`config.mk`:
```
export PLATFORM = sky130hd
export DESIGN_NAME = truth_table_sweeper
export DESIGN_NICKNAME = d
export VERILOG_FILES = /design/src/rtl/tts_pkg.sv /design/src/rtl/tts_vec_gen.sv /design/src/rtl/truth_table_sweeper.sv
export SDC_FILE = /design/constraint.sdc
export NUM_CORES = 1
export LEC_CHECK = 0
export ABC_CLOCK_PERIOD_IN_PS = 2000
export BUFFER_PORTS_ARGS = -buffer_cell sky130_fd_sc_hd__buf_2
export CAP_MARGIN = 20
export CORE_ASPECT_RATIO = 2
export CORE_MARGIN = 3
export CORE_UTILIZATION = 50
export CTS_BUF_LIST = sky130_fd_sc_hd__clkbuf_4
export DETAILED_ROUTE_END_ITERATION = 8
export HOLD_SLACK_MARGIN = 0.08
export PLACE_DENSITY = 0.76
export SYNTH_ARGS = -nofsm -noshare
export SYNTH_HDL_FRONTEND = slang
export SYNTH_SLANG_ARGS = --single-unit
```
`constraint.sdc`:
```
create_clock -name clk -period 2 [get_ports clk]
set_input_delay 0.3 -clock clk [delete_from_list [all_inputs] [get_ports clk]]
set_output_delay 0.3 -clock clk [all_outputs]
set_load 0.1 [all_outputs]
```
`src/rtl/tts_pkg.sv`:
```
// Shared types and helpers for the truth-table sweeper.
// Build option: SWEEPER_GRAY_ORDER_EN (see tts_vec_gen).
package tts_pkg;

    typedef enum logic [1:0] {
        IDLE,
        SETTLE,
        SAMPLE,
        DONE
    } state_t;

    localparam int CNT_W = 8;

    function automatic int numVectors(input int nIn);
        return 1 << nIn;
    endfunction

endpackage

```
`src/rtl/tts_vec_gen.sv`:
```
// Input-vector generator: walks a step index and presents the matching stimulus.
// Build option: SWEEPER_GRAY_ORDER_EN selects reflected Gray order instead of binary ascending.
module tts_vec_gen
    import tts_pkg::*;
#(
    parameter int N_IN = 3
) (
    input  logic            clk_i,
    input  logic            rst_i,
    input  logic            clear_i,
    input  logic            advance_i,
    output logic [N_IN-1:0] stim_o,
    output logic            last_o
);

    localparam int N_VEC = numVectors(N_IN);

    logic [N_IN-1:0] step_q, step_d;
    logic [N_IN-1:0] stim_q, stim_d;

    // stim is kept as its own register so the Gray conversion never glitches the DUT inputs
    always_comb begin
        step_d = step_q;
        stim_d = stim_q;
        if (clear_i) begin
            step_d = '0;
            stim_d = '0;
        end else if (advance_i) begin
            step_d = step_q + 1'b1;
`ifdef SWEEPER_GRAY_ORDER_EN
            stim_d = step_d ^ (step_d >> 1);
`else
            stim_d = step_d;
`endif
        end
    end

    always_ff @(posedge clk_i) begin
        if (rst_i) begin
            step_q <= '0;
            stim_q <= '0;
        end else begin
            step_q <= step_d;
            stim_q <= stim_d;
        end
    end

    assign stim_o = stim_q;
    assign last_o = (step_q == N_IN'(N_VEC - 1));

endmodule

```
`src/rtl/truth_table_sweeper.sv`:
```
// Sweeps every input vector through a bank of structural/behavioural function pairs,
// capturing truth tables and mismatches. Build option: SWEEPER_GRAY_ORDER_EN (vector order).
module truth_table_sweeper
    import tts_pkg::*;
#(
    parameter int N_IN          = 3,
    parameter int N_FUNC        = 3,
    parameter int SETTLE_CYCLES = 2
) (
    input  logic                           clk,
    input  logic                           rst,
    input  logic                           start,
    input  logic                           abort,
    output logic [N_IN-1:0]                stim,
    input  logic [N_FUNC-1:0]              dut_out,
    input  logic [N_FUNC-1:0]              ref_out,
    output logic                           busy,
    output logic                           done,
    output logic [N_FUNC*numVectors(N_IN)-1:0] table_out,
    output logic [N_FUNC-1:0]              mismatch_mask,
    output logic [N_IN-1:0]                first_fail_vec,
    output logic                           pass
);

    localparam int                N_VEC      = numVectors(N_IN);
    localparam logic [CNT_W-1:0]  CNT_RELOAD = CNT_W'(SETTLE_CYCLES - 1);

    state_t                     state_q, state_d;
    logic [CNT_W-1:0]           cnt_q, cnt_d;
    logic                       busy_q, busy_d;
    logic                       done_q, done_d;
    logic                       pass_q, pass_d;
    logic [N_FUNC*N_VEC-1:0]    table_q, table_d;
    logic [N_FUNC-1:0]          mask_q, mask_d;
    logic [N_IN-1:0]            ffv_q, ffv_d;

    logic                       vgClear, vgAdvance, lastVec;
    logic [N_IN-1:0]            stimVec;
    logic [N_FUNC-1:0]          newMis;

    tts_vec_gen #(.N_IN(N_IN)) uVecGen (
        .clk_i    (clk),
        .rst_i    (rst),
        .clear_i  (vgClear),
        .advance_i(vgAdvance),
        .stim_o   (stimVec),
        .last_o   (lastVec)
    );

    assign newMis = dut_out ^ ref_out;

    always_comb begin
        state_d   = state_q;
        cnt_d     = cnt_q;
        busy_d    = busy_q;
        done_d    = 1'b0;
        pass_d    = pass_q;
        table_d   = table_q;
        mask_d    = mask_q;
        ffv_d     = ffv_q;
        vgClear   = 1'b0;
        vgAdvance = 1'b0;
        case (state_q)
            IDLE: begin
                if (start) begin
                    table_d = '0;
                    mask_d  = '0;
                    ffv_d   = '0;
                    pass_d  = 1'b0;
                    vgClear = 1'b1;
                    cnt_d   = CNT_RELOAD;
                    busy_d  = 1'b1;
                    state_d = SETTLE;
                end
            end
            SETTLE: begin
                if (abort) begin
                    busy_d  = 1'b0;
                    pass_d  = 1'b0;
                    vgClear = 1'b1;
                    state_d = IDLE;
                end else if (cnt_q == '0) begin
                    state_d = SAMPLE;
                end else begin
                    cnt_d = cnt_q - 1'b1;
                end
            end
            SAMPLE: begin
                // abort outranks capture so a cancelled vector never lands in the table
                if (abort) begin
                    busy_d  = 1'b0;
                    pass_d  = 1'b0;
                    vgClear = 1'b1;
                    state_d = IDLE;
                end else begin
                    for (int f = 0; f < N_FUNC; f++) begin
                        for (int v = 0; v < N_VEC; v++) begin
                            if (stimVec == N_IN'(v)) begin
                                table_d[f*N_VEC + v] = dut_out[f];
                            end
                        end
                    end
                    mask_d = mask_q | newMis;
                    if ((mask_q == '0) && (newMis != '0)) begin
                        ffv_d = stimVec;
                    end
                    if (lastVec) begin
                        done_d  = 1'b1;
                        busy_d  = 1'b0;
                        pass_d  = (mask_d == '0);
                        state_d = DONE;
                    end else begin
                        vgAdvance = 1'b1;
                        cnt_d     = CNT_RELOAD;
                        state_d   = SETTLE;
                    end
                end
            end
            DONE: begin
                vgClear = 1'b1;
                state_d = IDLE;
            end
            default: state_d = IDLE;
        endcase
    end

    always_ff @(posedge clk) begin
        if (rst) begin
            state_q <= IDLE;
            cnt_q   <= '0;
            busy_q  <= 1'b0;
            done_q  <= 1'b0;
            pass_q  <= 1'b0;
            table_q <= '0;
            mask_q  <= '0;
            ffv_q   <= '0;
        end else begin
            state_q <= state_d;
            cnt_q   <= cnt_d;
            busy_q  <= busy_d;
            done_q  <= done_d;
            pass_q  <= pass_d;
            table_q <= table_d;
            mask_q  <= mask_d;
            ffv_q   <= ffv_d;
        end
    end

    assign stim           = stimVec;
    assign busy           = busy_q;
    assign done           = done_q;
    assign pass           = pass_q;
    assign table_out      = table_q;
    assign mismatch_mask  = mask_q;
    assign first_fail_vec = ffv_q;

endmodule

```
### Word level (Yosys, flattened, before mapping)

Cells that the tools add are included.

| storage, ports and cells | value |
|---|---|
| register bits | 46 |
| bits in latches | 0 |
| RAM bits | 0 |
| memory bits (read-only) | 0 |
| input bits | 10 |
| output and inout bits | 36 |
| logic and storage cells | 134 |
| memories kept | 0 |

| operators by class | value |
|---|---|
| add/sub/neg operators | 2 |
| multiply operators | 0 |
| divide/modulo/power cells | 0 |
| $lt $le $gt $ge | 0 |
| equality and inequality tests | 27 |
| shift-type cells | 0 |
| multiplexer cells | 61 |
| bitwise operators | 3 |
| reduce and logical (&&, ||, !) cells | 25 |

Operators with widths:

| operator | number |
|---|---|
| $mux 24 | 2 |
| $pmux 24 s2 | 1 |
| $mux 8 | 5 |
| $reduce_and 4->1 | 10 |
| $mux 1 | 37 |
| $ne 2x2->1 const B | 15 |
| $pmux 8 s3 | 1 |
| $eq 3x3->1 const B | 4 |
| $mux 3 | 4 |
| $pmux 3 s2 | 2 |
| $mux 2 | 5 |
| $logic_not 3->1 | 3 |
| $pmux 1 s3 | 3 |
| $logic_not 8->1 | 1 |
| $pmux 2 s4 | 1 |
| $sub 8x1->8 const B | 1 |
| $eq 3x2->1 const B | 2 |
| $ne 3x3->1 const B | 2 |
| $reduce_and 6->1 | 1 |
| $reduce_bool 3->1 | 2 |
| $eq 2x2->1 const B | 2 |
| $reduce_or 2->1 | 2 |
| $add 3x1->3 const B | 1 |
| $eq 3x1->1 const B | 1 |
| 10 further kinds | 10 |

### Depth between registers and ports, before layout

Gate-level depths: netlist of run 1.

| depth | value |
|---|---|
| depth after elaboration | 6 |
| mapped depth | 8 |
| depth with buffers taken out | 6 |

### Cells and area by module

From an unflattened synthesis of run 1, not the netlist that was laid out.

| unflattened totals | value |
|---|---|
| cells, all modules | 260 |
| area total of the unflattened synthesis | 2511.2 sq um |

By module, submodules not included:

| module | times used | cells an instance | area each (sq um) | sequential area each (sq um) |
|---|---|---|---|---|
| truth_table_sweeper | 1 | 249 | 2377.3 | 860.8 |
| tts_vec_gen | 1 | 11 | 133.9 | 60.1 |

### Worst setup path before layout of run 1

OpenSTA, ideal clock, no wires.

| timing path | value |
|---|---|
| path type | register to register |
| start point | register uVecGen.stim_o[0] (netlist name) |
| end point | register cnt_q[7] |
| setup time | 0.074 ns |
| arrival | 2.364 ns |
| data required time | 1.926 ns |
| slack | -0.439 ns |
| cell stages (with the launch flop) | 8 |
| buffers on the path | 1 |
| period minus slack after synthesis | 2.439 ns |
| cells stage by stage | dfxtp_1 -> ha_1 -> ha_1 -> o21ai_0 -> and3_1 -> clkbuf_1 -> or3b_1 -> a31oi_1 |

RTL lines:

| item | RTL line | RTL |
|---|---|---|
| to (signal assigned) | truth_table_sweeper.sv:139 | `cnt_q <= cnt_d;` |
| to (decl) | truth_table_sweeper.sv:29 | `logic [CNT_W-1:0] cnt_q, cnt_d;` |

### Worst setup path in the final report of run 1

| timing path | value |
|---|---|
| start point | register cnt_q[1] |
| end point | register cnt_q[7] |

| on the way | value |
|---|---|
| cells in the longest elaborated chain, start to end | 4 |
| elaborated cells on any way between the ends | 7 |
| classes of those cells | add/sub: 1; eq/ne: 1; mux: 3; reduce/logical: 2 |

RTL lines:

| item | RTL line | RTL |
|---|---|---|
| $sub 8x1->8 | truth_table_sweeper.sv:85 | `cnt_d = cnt_q - 1'b1;` |
| $mux 8 | truth_table_sweeper.sv:82 | `end else if (cnt_q == '0) begin` |
| $mux 8 | truth_table_sweeper.sv:77 | `if (abort) begin` |
| $pmux 8 s3 | truth_table_sweeper.sv:63 | `case (state_q)` |

Several ways; a longest one is shown, not always the timed one. The select of a mux whose other input is x is not followed.
A chain may end at the register's enable or synchronous reset.

==> results of run 1 <==
==> layer usage <==
| layer | share of wire (%) | vias up | track usage (%) |
|---|---|---|---|
| met1 | 34 | 1046 | 23.8 |
| li1 | - | 1076 | - |
| met5 | 0 | - | 0 |
| met3 | 3.4 | 21 | 3.65 |
| met2 | 59 | 59 | 46.2 |
| met4 | 3.8 | 0 | 13.1 |
==> synth_stat cells (2+ instances only) <==
| master | instances |
|---|---|
| a211o_1 | 2 |
| a211oi_1 | 3 |
| a21oi_1 | 12 |
| a221oi_1 | 6 |
| a22oi_1 | 3 |
| a31oi_1 | 2 |
| a32o_1 | 4 |
| and2_1 | 2 |
| and3_1 | 3 |
| buf_1 | 4 |
| clkbuf_1 | 11 |
| dfxtp_1 | 46 |
| ha_1 | 14 |
| inv_1 | 11 |
| mux2i_1 | 18 |
| nand2_1 | 14 |
| nand2b_1 | 6 |
| nand3_1 | 7 |
| nand4_1 | 8 |
| nor2_1 | 28 |
| nor2b_1 | 7 |
| nor3_1 | 6 |
| nor4_1 | 2 |
| nor4b_1 | 2 |
| o211ai_1 | 4 |
| o21ai_0 | 11 |
| o221ai_1 | 2 |
| o311ai_0 | 2 |
| or4_1 | 4 |
| xor2_1 | 3 |
==> sequential cells by signal, summed over array words and instances, names as in the netlist <==
name / count
state_q: 2
first_fail_vec: 3
busy: 1
cnt_q: 8
mismatch_mask: 3
pass: 1
uVecGen.stim_o: 3
table_out: 24
done: 1
==> metrics by stage <==
step                      hold slack [ps]  power, W  std cells  setup WS (ps)
after floorplan                       475   0.00135        263           -142
after global placement                441   0.00156        369           74.0
after detailed placement              441   0.00157        369          -62.3
after CTS                             234   0.00201        377           1.28
after global routing                  239   0.00212        377         -0.282
final                                 247   0.00203        377           60.8
==> how the worst max path moves through the flow <==
| stage | from | to | cells past startpoint |
|---|---|---|---|
| 4_1_cts | cnt_q[0]$_SDFFE_PP0P_ | state_q[0]$_SDFFE_PP0P_ | 6 |
| 3_3_place_gp | cnt_q[0]$_SDFFE_PP0P_ | state_q[0]$_SDFFE_PP0P_ | 6 |
| 2_1_floorplan | uVecGen.stim_o[1]$_SDFFE_PP0P_ | cnt_q[7]$_SDFFE_PP0P_ | 7 |
| 5_1_grt | state_q[0]$_SDFFE_PP0P_ | table_out[14]$_SDFFE_PP0P_ | 7 |
| 3_5_place_dp | cnt_q[0]$_SDFFE_PP0P_ | state_q[0]$_SDFFE_PP0P_ | 6 |
| 6_report | cnt_q[1]$_SDFFE_PP0P_ | cnt_q[7]$_SDFFE_PP0P_ | 5 |
==> timing repair <==
action / 4_1_cts / 5_1_grt
endpoints found under the setup margin: 2 / 28
pin swaps: 0 / 1
gates resized for setup: 1 / 14
hold buffers: 0 / 0
==> cell type report <==
type / count / area share, %
multi-input cells: 190 / 47.4
flip-flops and latches: 46 / 32.8
repair buffers: 68 / 14.0
well taps: 54 / 2.38
clock buffers: 6 / 1.59
inverters: 11 / 1.46
clock inverters: 2 / 0.353
==> cell families after synthesis <==
kind of cell	count (synthesis)
adders and majority gates	14
AOI/OAI and AO/OA	60
buffers and inverters	27
DFF	46
xor gates and xnor gates	4
muxes	18
and+or+nand+nor	94
==> layout by cell type, fill, tap and decap left out, drive strengths merged, types with 3 or more instances in the layout <==
master and instances:
buf 68, dfxtp 46, nor2 28, mux2i 18, nand2 14, ha 14
a21oi 12, inv 11, o21ai 11, nand4 8, nand3 7, nor2b 7
nor3 6, clkbuf 6, nand2b 6, a221oi 6, a32o 4, o211ai 4
or4 4, and3 3, xor2 3, a22oi 3, a211oi 3, and2 3
==> worst max-delay path: stages, from the launching register on <==
cell and delay (ps):
dfxtp_2 340, buf_4 140, or4_1 460, or4_4 420, or3b_1 380, a31oi_1 130
==> power by group through the flow <==
stage / Combinational [W] / Clock, W / Sequential [W]
5_1_grt: 0.000673 / 0.000490 / 0.000961
3_5_place_dp: 0.000591 / 0 / 0.000976
2_1_floorplan: 0.000334 / 0 / 0.00102
4_1_cts: 0.000595 / 0.000457 / 0.000956
3_3_place_gp: 0.000583 / 0 / 0.000976
6_report: 0.000630 / 0.000445 / 0.000957
==> results_dict.tcl, run 1 <==
set metrics [dict create \
    status "finished clean" \
    numPortBuffers 45 \
    swShare_pct 33.7 \
    ir_drop_v 0.000690 \
    yosysWarnings 0 \
    syn_nets 287 \
    worstHoldStart "dut_out[1]" \
    final_hold_viol_count 0 \
    htreeDepth 2 \
    period_share_pct 97.0 \
    area_growth_pct 22.0 \
    timing.setup.tns_ps 0 \
    r2r_cells 5 \
    crit_type "register to register" \
    hpwl_mm 4.83 \
    start_util_pct 52.5 \
    cts.sinks 46 \
    wl_per_cell_um 16.6 \
    drv_slew 0 \
    crit_path_max_fanout 4 \
    slew_headroom_pct 67.5 \
    grt_max_degree 22 \
    vias 2202 \
    power_density_nw_per_um2 717 \
    netlist.area_leader.share_pct 39.6 \
    synth_top_family_by_area "simple AND/OR/NAND/NOR gates" \
    syn_area_per_cell_um2 8.84 \
    muxShareOfSynthArea_pct 7.75 \
    worstMarginPinSlew_ps 491 \
    synthSimpleGateAreaFrac_pct 21.1 \
    reg2reg_setup_slack_ps 60 \
    post_dp_cell_area_um2 2740 \
    postRouteWirelength_mm 6.27 \
    whs_path_depth 3 \
    cts_max_path_buffers 2 \
    fillers 399 \
    io_pins 46 \
    max-cap-violations 0 \
    p_switching_w 0.000686 \
    p_int_w 0.00135 \
    hold_class "input port to register" \
    place_congestion 0.889 \
    synth-xor-area-share_pct 1.51 \
    final_nets 346 \
    reg2reg_to "cnt_q[7]$_SDFFE_PP0P_" \
    drc 0 \
    ys_types 46 \
    synthAdderAreaFrac_pct 7.53 \
    synth_edf_count 0 \
    cts_setup_buffers 0 \
    synth_compound_area_share_pct 18.1 \
    worstSetupStartpointType "register" \
    r2r_start "cnt_q[1]$_SDFFE_PP0P_" \
    cp.arrival_ps 2230 \
    synth_seq_cells 46 \
    detail-route-antenna-nets 0 \
    clock_power_share_pct 21.9 \
    first_global_vias 2202 \
    ys_async_sr_fraction_pct 0 \
    grt_usage_pct 24.5 \
    holdPathEnd "table_out[15]$_SDFFE_PP0P_" \
    utilization_pct 64.1 \
    multi_input_area_um2 1340 \
    synthFlopType "dfxtp_1" \
    antenna_found_initial 0 \
    grt_pass1_wl_mm 10.0 \
    drt_pre_antenna_iters 4 \
    ff_latch_area_um2 930 \
    finalClockSkew_ps 9.10 \
    finalSetupViolCount 0 \
    end_kind "register" \
    clockRootBuffer "clkbuf_4" \
    dieHeight_um 102 \
    via_per_inst 5.84 \
    ys_seq_area_share_pct 39.6 \
    cts_buffers 5 \
    pwr-share-comb_pct 31.0 \
    cp.required_ps 2290 \
    rows 34 \
    drt_iter0_markers 71 \
    layout_min_cycle_time_ps 1940 \
    path_clk_slew_ps 120 \
    finalInstanceArea_um2 2840 \
    drive_gt1_share_pct 29.1 \
    dieArea_um2 5550 \
    clk_latency_ps 360 \
    p_leak_nw 1.25 \
    core_um2 4420 \
    tritoncts "built" \
    netlist_area_um2 2320 \
    grt_overflow_total 0 \
    pwr-share-seq_pct 47.1 \
    synth_area_leaders "dfxtp_1 (40%), mux2i_1 (7.8%), ha_1 (7.5%), nor2_1 (4.5%), a21oi_1 (2.6%)" \
    synth_cells 263 \
    diodes 0 \
    fmax_mhz 516 \
    die-width_um 54.2 \
    synth_area_leader_cell "dfxtp_1" \
]
Power figures use the tool's default switching activity.
==> inputs of run 2 (changes only) <==
--- a/config.mk
+++ b/config.mk
@@ -5,8 +5,8 @@
 export SDC_FILE = /design/constraint.sdc
 export NUM_CORES = 1
 export LEC_CHECK = 0
-export ABC_CLOCK_PERIOD_IN_PS = 2000
-export BUFFER_PORTS_ARGS = -buffer_cell sky130_fd_sc_hd__buf_2
+export ABC_CLOCK_PERIOD_IN_PS = 2500
+export BUFFER_PORTS_ARGS = -buffer_cell sky130_fd_sc_hd__clkbuf_2
 export CAP_MARGIN = 20
 export CORE_ASPECT_RATIO = 2
 export CORE_MARGIN = 3
@@ -14,7 +14,7 @@
 export CTS_BUF_LIST = sky130_fd_sc_hd__clkbuf_4
 export DETAILED_ROUTE_END_ITERATION = 8
 export HOLD_SLACK_MARGIN = 0.08
-export PLACE_DENSITY = 0.76
+export PLACE_DENSITY = 0.73
 export SYNTH_ARGS = -nofsm -noshare
 export SYNTH_HDL_FRONTEND = slang
 export SYNTH_SLANG_ARGS = --single-unit
==> constraint.sdc (replaced) <==
create_clock -name clk -period 2.5 [get_ports clk]
set_input_delay 0.375 -clock clk [delete_from_list [all_inputs] [get_ports clk]]
set_output_delay 0.375 -clock clk [all_outputs]
set_load 0.1 [all_outputs]
==> results_dict.tcl, run 2 (synthesis results as in run 1) <==
set metrics [dict create \
    post-place-cells 357 \
    final_nets 334 \
    slew_headroom_pct 54.3 \
    diodes 0 \
    layout_min_cycle_time_ps 2120 \
    crit_chain "ha_1, ha_1, o21ai_0, and3_1, or3b_1, a31oi_1" \
    finalClockSkew_ps 3.85 \
    ir_drop_v 0.000544 \
    dieHeight_um 102 \
    p_leak_nw 1.16 \
    rows 34 \
    cts.sinks 46 \
    grt_max_degree 23 \
    cts_max_path_buffers 2 \
    vias 2124 \
    antenna_found_initial 0 \
    wl_per_cell_um 16.0 \
    start_util_pct 52.5 \
    max-cap-violations 0 \
    cp_slowest_stage_delay_ps 410 \
    hold_buffers 0 \
    largest_reg_flops 24 \
    clockRootBuffer "clkbuf_4" \
    cp_top_family "simple AND/OR/NAND/NOR gates" \
    crit_buf_inv 0 \
    clk_latency_ps 350 \
    tritoncts "built" \
    hold_class "input port to register" \
    layout_commonest_cell "dfxtp_1" \
    final_cells 365 \
    crit_type "register to register" \
    final_hold_viol_count 0 \
    grt_overflow_total 0 \
    hpwl_mm 4.58 \
    final_cell_mix "dfxtp_1 (46), clkbuf_2 (45), nor2_1 (28)" \
    core_um2 4420 \
    timing.setup.tns_ps 0 \
    first_global_vias 2017 \
    crit_slowest_cell "dfxtp_1" \
    crit_top_cell "ha_1" \
    rsz0062_at_grt "no" \
    via_per_inst 5.82 \
    dieArea_um2 5550 \
    power_density_nw_per_um2 608 \
    cp.arrival_ps 2410 \
    path_clk_slew_ps 130 \
    grt_pass1_wl_mm 9.43 \
    io_pins 46 \
    worstSetupStartpointType "register" \
    worstMarginPinSlew_ps 676 \
    crit_path_max_fanout 7 \
    drive_gt1_share_pct 21.2 \
    drt_iter0_markers 45 \
    total_power_w 0.00165 \
    cts_resized 0 \
    die-width_um 54.2 \
    finalSetupViolCount 0 \
    drc 0 \
    status "finished clean" \
    grt_usage_pct 22.8 \
    end_kind "register" \
    cp.required_ps 2790 \
    postRouteWirelength_mm 5.85 \
    numPortBuffers 45 \
    reg2reg_setup_slack_ps 380 \
    htreeDepth 2 \
    period_share_pct 84.7 \
    drt_pre_antenna_iters 6 \
    cts_buffers 5 \
    place_congestion 0.878 \
    detail-route-antenna-nets 0 \
    cts_setup_buffers 0 \
    drv_slew 0 \
    area_growth_pct 17.1 \
    fmax_mhz 472 \
]
-- run 2: cell types whose count changed in the layout (fill, tap and decap cells not counted), moves of 4 or more --
cell / delta
dfxtp_1: +5
dfxtp_2: -4
buf_2: -45
buf_4: -12
clkbuf_2: +45
-- run 2: area by class of cell --
| type | instances | area, µm² |
|---|---|---|
| clock buffers | 6 | 45.0 |
| well taps | 54 | 67.6 |
| repair buffers | 56 | 308 |
| inverters | 11 | 41.3 |
| multi-input cells | 190 | 1300 |
| fillers | 421 | 1700 |
| flip-flops and latches | 46 | 921 |
| clock inverters | 2 | 37.5 |
-- run 2: worst min-delay path, stage by stage --
cell	delay (ps)
clkbuf_2	110
nand4_1	100
a21oi_1	60
-- run 2: report_power, final --
| part | total, W | switching [W] | leakage [nW] | internal, W |
|---|---|---|---|---|
| sequential | 0.000770 | 0.0000195 | 0.371 | 0.000750 |
| clock | 0.000455 | 0.000233 | 0.0419 | 0.000222 |
| combinational | 0.000430 | 0.000262 | 0.746 | 0.000168 |
| total | 0.00165 | 0.000515 | 1.16 | 0.00114 |
-- run 2: final timing paths --
kind | start | endpoint | cells after the start
min | dut_out[2] | table_out[19]$_SDFFE_PP0P_ | 3
min reg2reg | table_out[11]$_SDFFE_PP0P_ | table_out[11]$_SDFFE_PP0P_ | 2
max | uVecGen.stim_o[0]$_SDFFE_PP0P_ | cnt_q[7]$_SDFFE_PP0P_ | 6
max reg2reg | uVecGen.stim_o[0]$_SDFFE_PP0P_ | cnt_q[7]$_SDFFE_PP0P_ | 6
-- run 2: per-stage QoR --
stage | hold slack (ps) | area [µm²] | util [%] | setup slack, ps
6_report | 328 | 2720 | 61.5 | 382
3_3_place_gp | 443 | 2640 | 59.6 | 508
3_5_place_dp | 444 | 2640 | 59.6 | 432
5_1_grt | 328 | 2720 | 61.5 | 231
4_1_cts | 324 | 2720 | 61.5 | 391
2_1_floorplan | 477 | 2320 | - | 61.4
-- run 2: layer usage --
layer | vias to the layer above | global-route usage [%] | part of all wire [%] | routed length [µm]
li1 | 1045 | - | - | -
met1 | 996 | 23.1 | 36 | 2100
met2 | 62 | 42.6 | 57 | 3350
met3 | 21 | 3.65 | 3.5 | 203
met4 | 0 | 10.4 | 3.4 | 197
met5 | - | 0 | 0 | 0
==> inputs of run 3 (changes only) <==
--- a/config.mk
+++ b/config.mk
@@ -5,7 +5,7 @@
 export SDC_FILE = /design/constraint.sdc
 export NUM_CORES = 1
 export LEC_CHECK = 0
-export ABC_CLOCK_PERIOD_IN_PS = 2500
+export ABC_CLOCK_PERIOD_IN_PS = 1880
 export BUFFER_PORTS_ARGS = -buffer_cell sky130_fd_sc_hd__clkbuf_2
 export CAP_MARGIN = 20
 export CORE_ASPECT_RATIO = 2
@@ -14,7 +14,7 @@
 export CTS_BUF_LIST = sky130_fd_sc_hd__clkbuf_4
 export DETAILED_ROUTE_END_ITERATION = 8
 export HOLD_SLACK_MARGIN = 0.08
-export PLACE_DENSITY = 0.73
+export PLACE_DENSITY = 0.76
 export SYNTH_ARGS = -nofsm -noshare
 export SYNTH_HDL_FRONTEND = slang
 export SYNTH_SLANG_ARGS = --single-unit
==> constraint.sdc (replaced) <==
create_clock -name clk -period 1.88 [get_ports clk]
set_input_delay 0.282 -clock clk [delete_from_list [all_inputs] [get_ports clk]]
set_output_delay 0.282 -clock clk [all_outputs]
set_load 0.1 [all_outputs]
==> results_dict.tcl, run 3 (synthesis results as in run 1) <==
set metrics [dict create \
    drive_gt1_share_pct 33.7 \
    slew_headroom_pct 63.4 \
    ir_drop_v 0.000604 \
    detail-route-antenna-nets 0 \
    end_kind "register" \
    core_um2 4420 \
    worstMarginPinSlew_ps 551 \
    vias 2276 \
    status "finished clean" \
    tritoncts "built" \
    numPortBuffers 45 \
    period_share_pct 99.4 \
    reg2reg_setup_slack_ps 10 \
    dieHeight_um 102 \
    max-cap-violations 0 \
    p_leak_nw 1.31 \
    place_congestion 0.934 \
    htreeDepth 2 \
    finalSetupViolCount 0 \
    via_per_inst 5.85 \
    cp.arrival_ps 2170 \
    drt_pre_antenna_iters 4 \
    cts.sinks 46 \
    die-width_um 54.2 \
    final_nets 358 \
    drc 0 \
    worstSetupStartpointType "register" \
    postRouteWirelength_mm 6.37 \
    post_dp_cell_area_um2 2840 \
    power_density_nw_per_um2 784 \
    rsz0062_at_grt "yes" \
    start_util_pct 52.5 \
    dieArea_um2 5550 \
    clockRootBuffer "clkbuf_4" \
    fmax_mhz 535 \
    diodes 0 \
    cts_buffers 5 \
    crit_path_max_fanout 4 \
    grt_overflow_total 0 \
    path_clk_slew_ps 130 \
    io_pins 46 \
    utilization_pct 67.7 \
    hpwl_mm 5.01 \
    grt_usage_pct 25.1 \
    area_growth_pct 28.8 \
    grt_max_degree 30 \
    cp.required_ps 2180 \
    hold_class "input port to register" \
    layout_commonest_cell "clkbuf_2" \
    clk_latency_ps 360 \
    grt_pass1_wl_mm 10.3 \
    final_cell_mix "clkbuf_2 (45), dfxtp_1 (40), buf_4 (35)" \
    largest_reg_flops 24 \
    final_hold_viol_count 0 \
    cts_max_path_buffers 2 \
    antenna_found_initial 0 \
    drv_slew 0 \
    layout_min_cycle_time_ps 1870 \
    wl_per_cell_um 16.4 \
    first_global_vias 2258 \
    drt_iter0_markers 53 \
    finalClockSkew_ps 9.75 \
    crit_type "register to register" \
    finalInstanceArea_um2 3000 \
    rows 34 \
]
==> run 3: cell types whose count changed in the layout (fill, tap and decap cells not counted), moves of 3 or more <==
cell,delta
a221oi_1,-3
dfxtp_1,-6
ha_2,+3
a221oi_2,+3
buf_4,+24
ha_1,-3
dfxtp_4,+3
dfxtp_2,+3
==> run 3: final cells by class <==
type	count	area [µm²]
flip-flops and latches	46	936
multi-input cells	190	1380
inverters	11	41.3
repair buffers	80	488
clock buffers	6	45.0
fillers	378	1430
clock inverters	2	36.3
well taps	54	67.6
==> run 3: power breakdown <==
group | switching [W] | leakage [nW] | internal, W
Clock | 0.000311 | 0.0462 | 0.000297
Combinational | 0.000405 | 0.885 | 0.000321
Sequential | 0.0000193 | 0.375 | 0.000995
==> run 3: path summary, 6_finish.rpt <==
path                               from                          to  depth (start not counted)
max               cnt_q[0]$_SDFFE_PP0P_       cnt_q[7]$_SDFFE_PP0P_                          4
min                          dut_out[0]   table_out[3]$_SDFFE_PP0P_                          3
max reg2reg       cnt_q[0]$_SDFFE_PP0P_       cnt_q[7]$_SDFFE_PP0P_                          4
min reg2reg  table_out[11]$_SDFFE_PP0P_  table_out[11]$_SDFFE_PP0P_                          2
==> run 3: worst max-delay path, stage by stage, from the launching register on <==
cell     delay, ps
dfxtp_2        360
or4_4          510
or4_4          430
or3b_1         350
a31oi_1        160
==> run 3: timing repair <==
action / in CTS / in global routing
pin swaps: 3 / 2
setup buffers: 1 / 0
endpoints found under the hold margin: 0 / 0
setup endpoints to repair: 22 / 31
hold buffers: 0 / 0
resized for setup: 9 / 14
gates cloned: 0 / 0
==> run 3: routing by layer <==
metal  vias to the layer above  global-route usage, %  wire [µm]
met5                         -                      0          0
met4                         0                   14.4        273
met3                        23                   3.36        211
met2                        67                   47.8       3790
met1                      1082                   23.4       2090
li1                       1104                      -          -
==> run 3: per-stage QoR <==
step	TNS [ps]	setup slack (ps)	hold slack, ps	cells	power (W)
6_report	0	10.4	234	389	0.00235
5_1_grt	-41.5	-41.5	245	389	0.00245
4_1_cts	-34.8	-28.3	216	389	0.00233
3_5_place_dp	-227	-48.1	446	380	0.00170
3_3_place_gp	-144	-45.2	441	380	0.00169
2_1_floorplan	-88.2	-88.2	457	263	0.00145
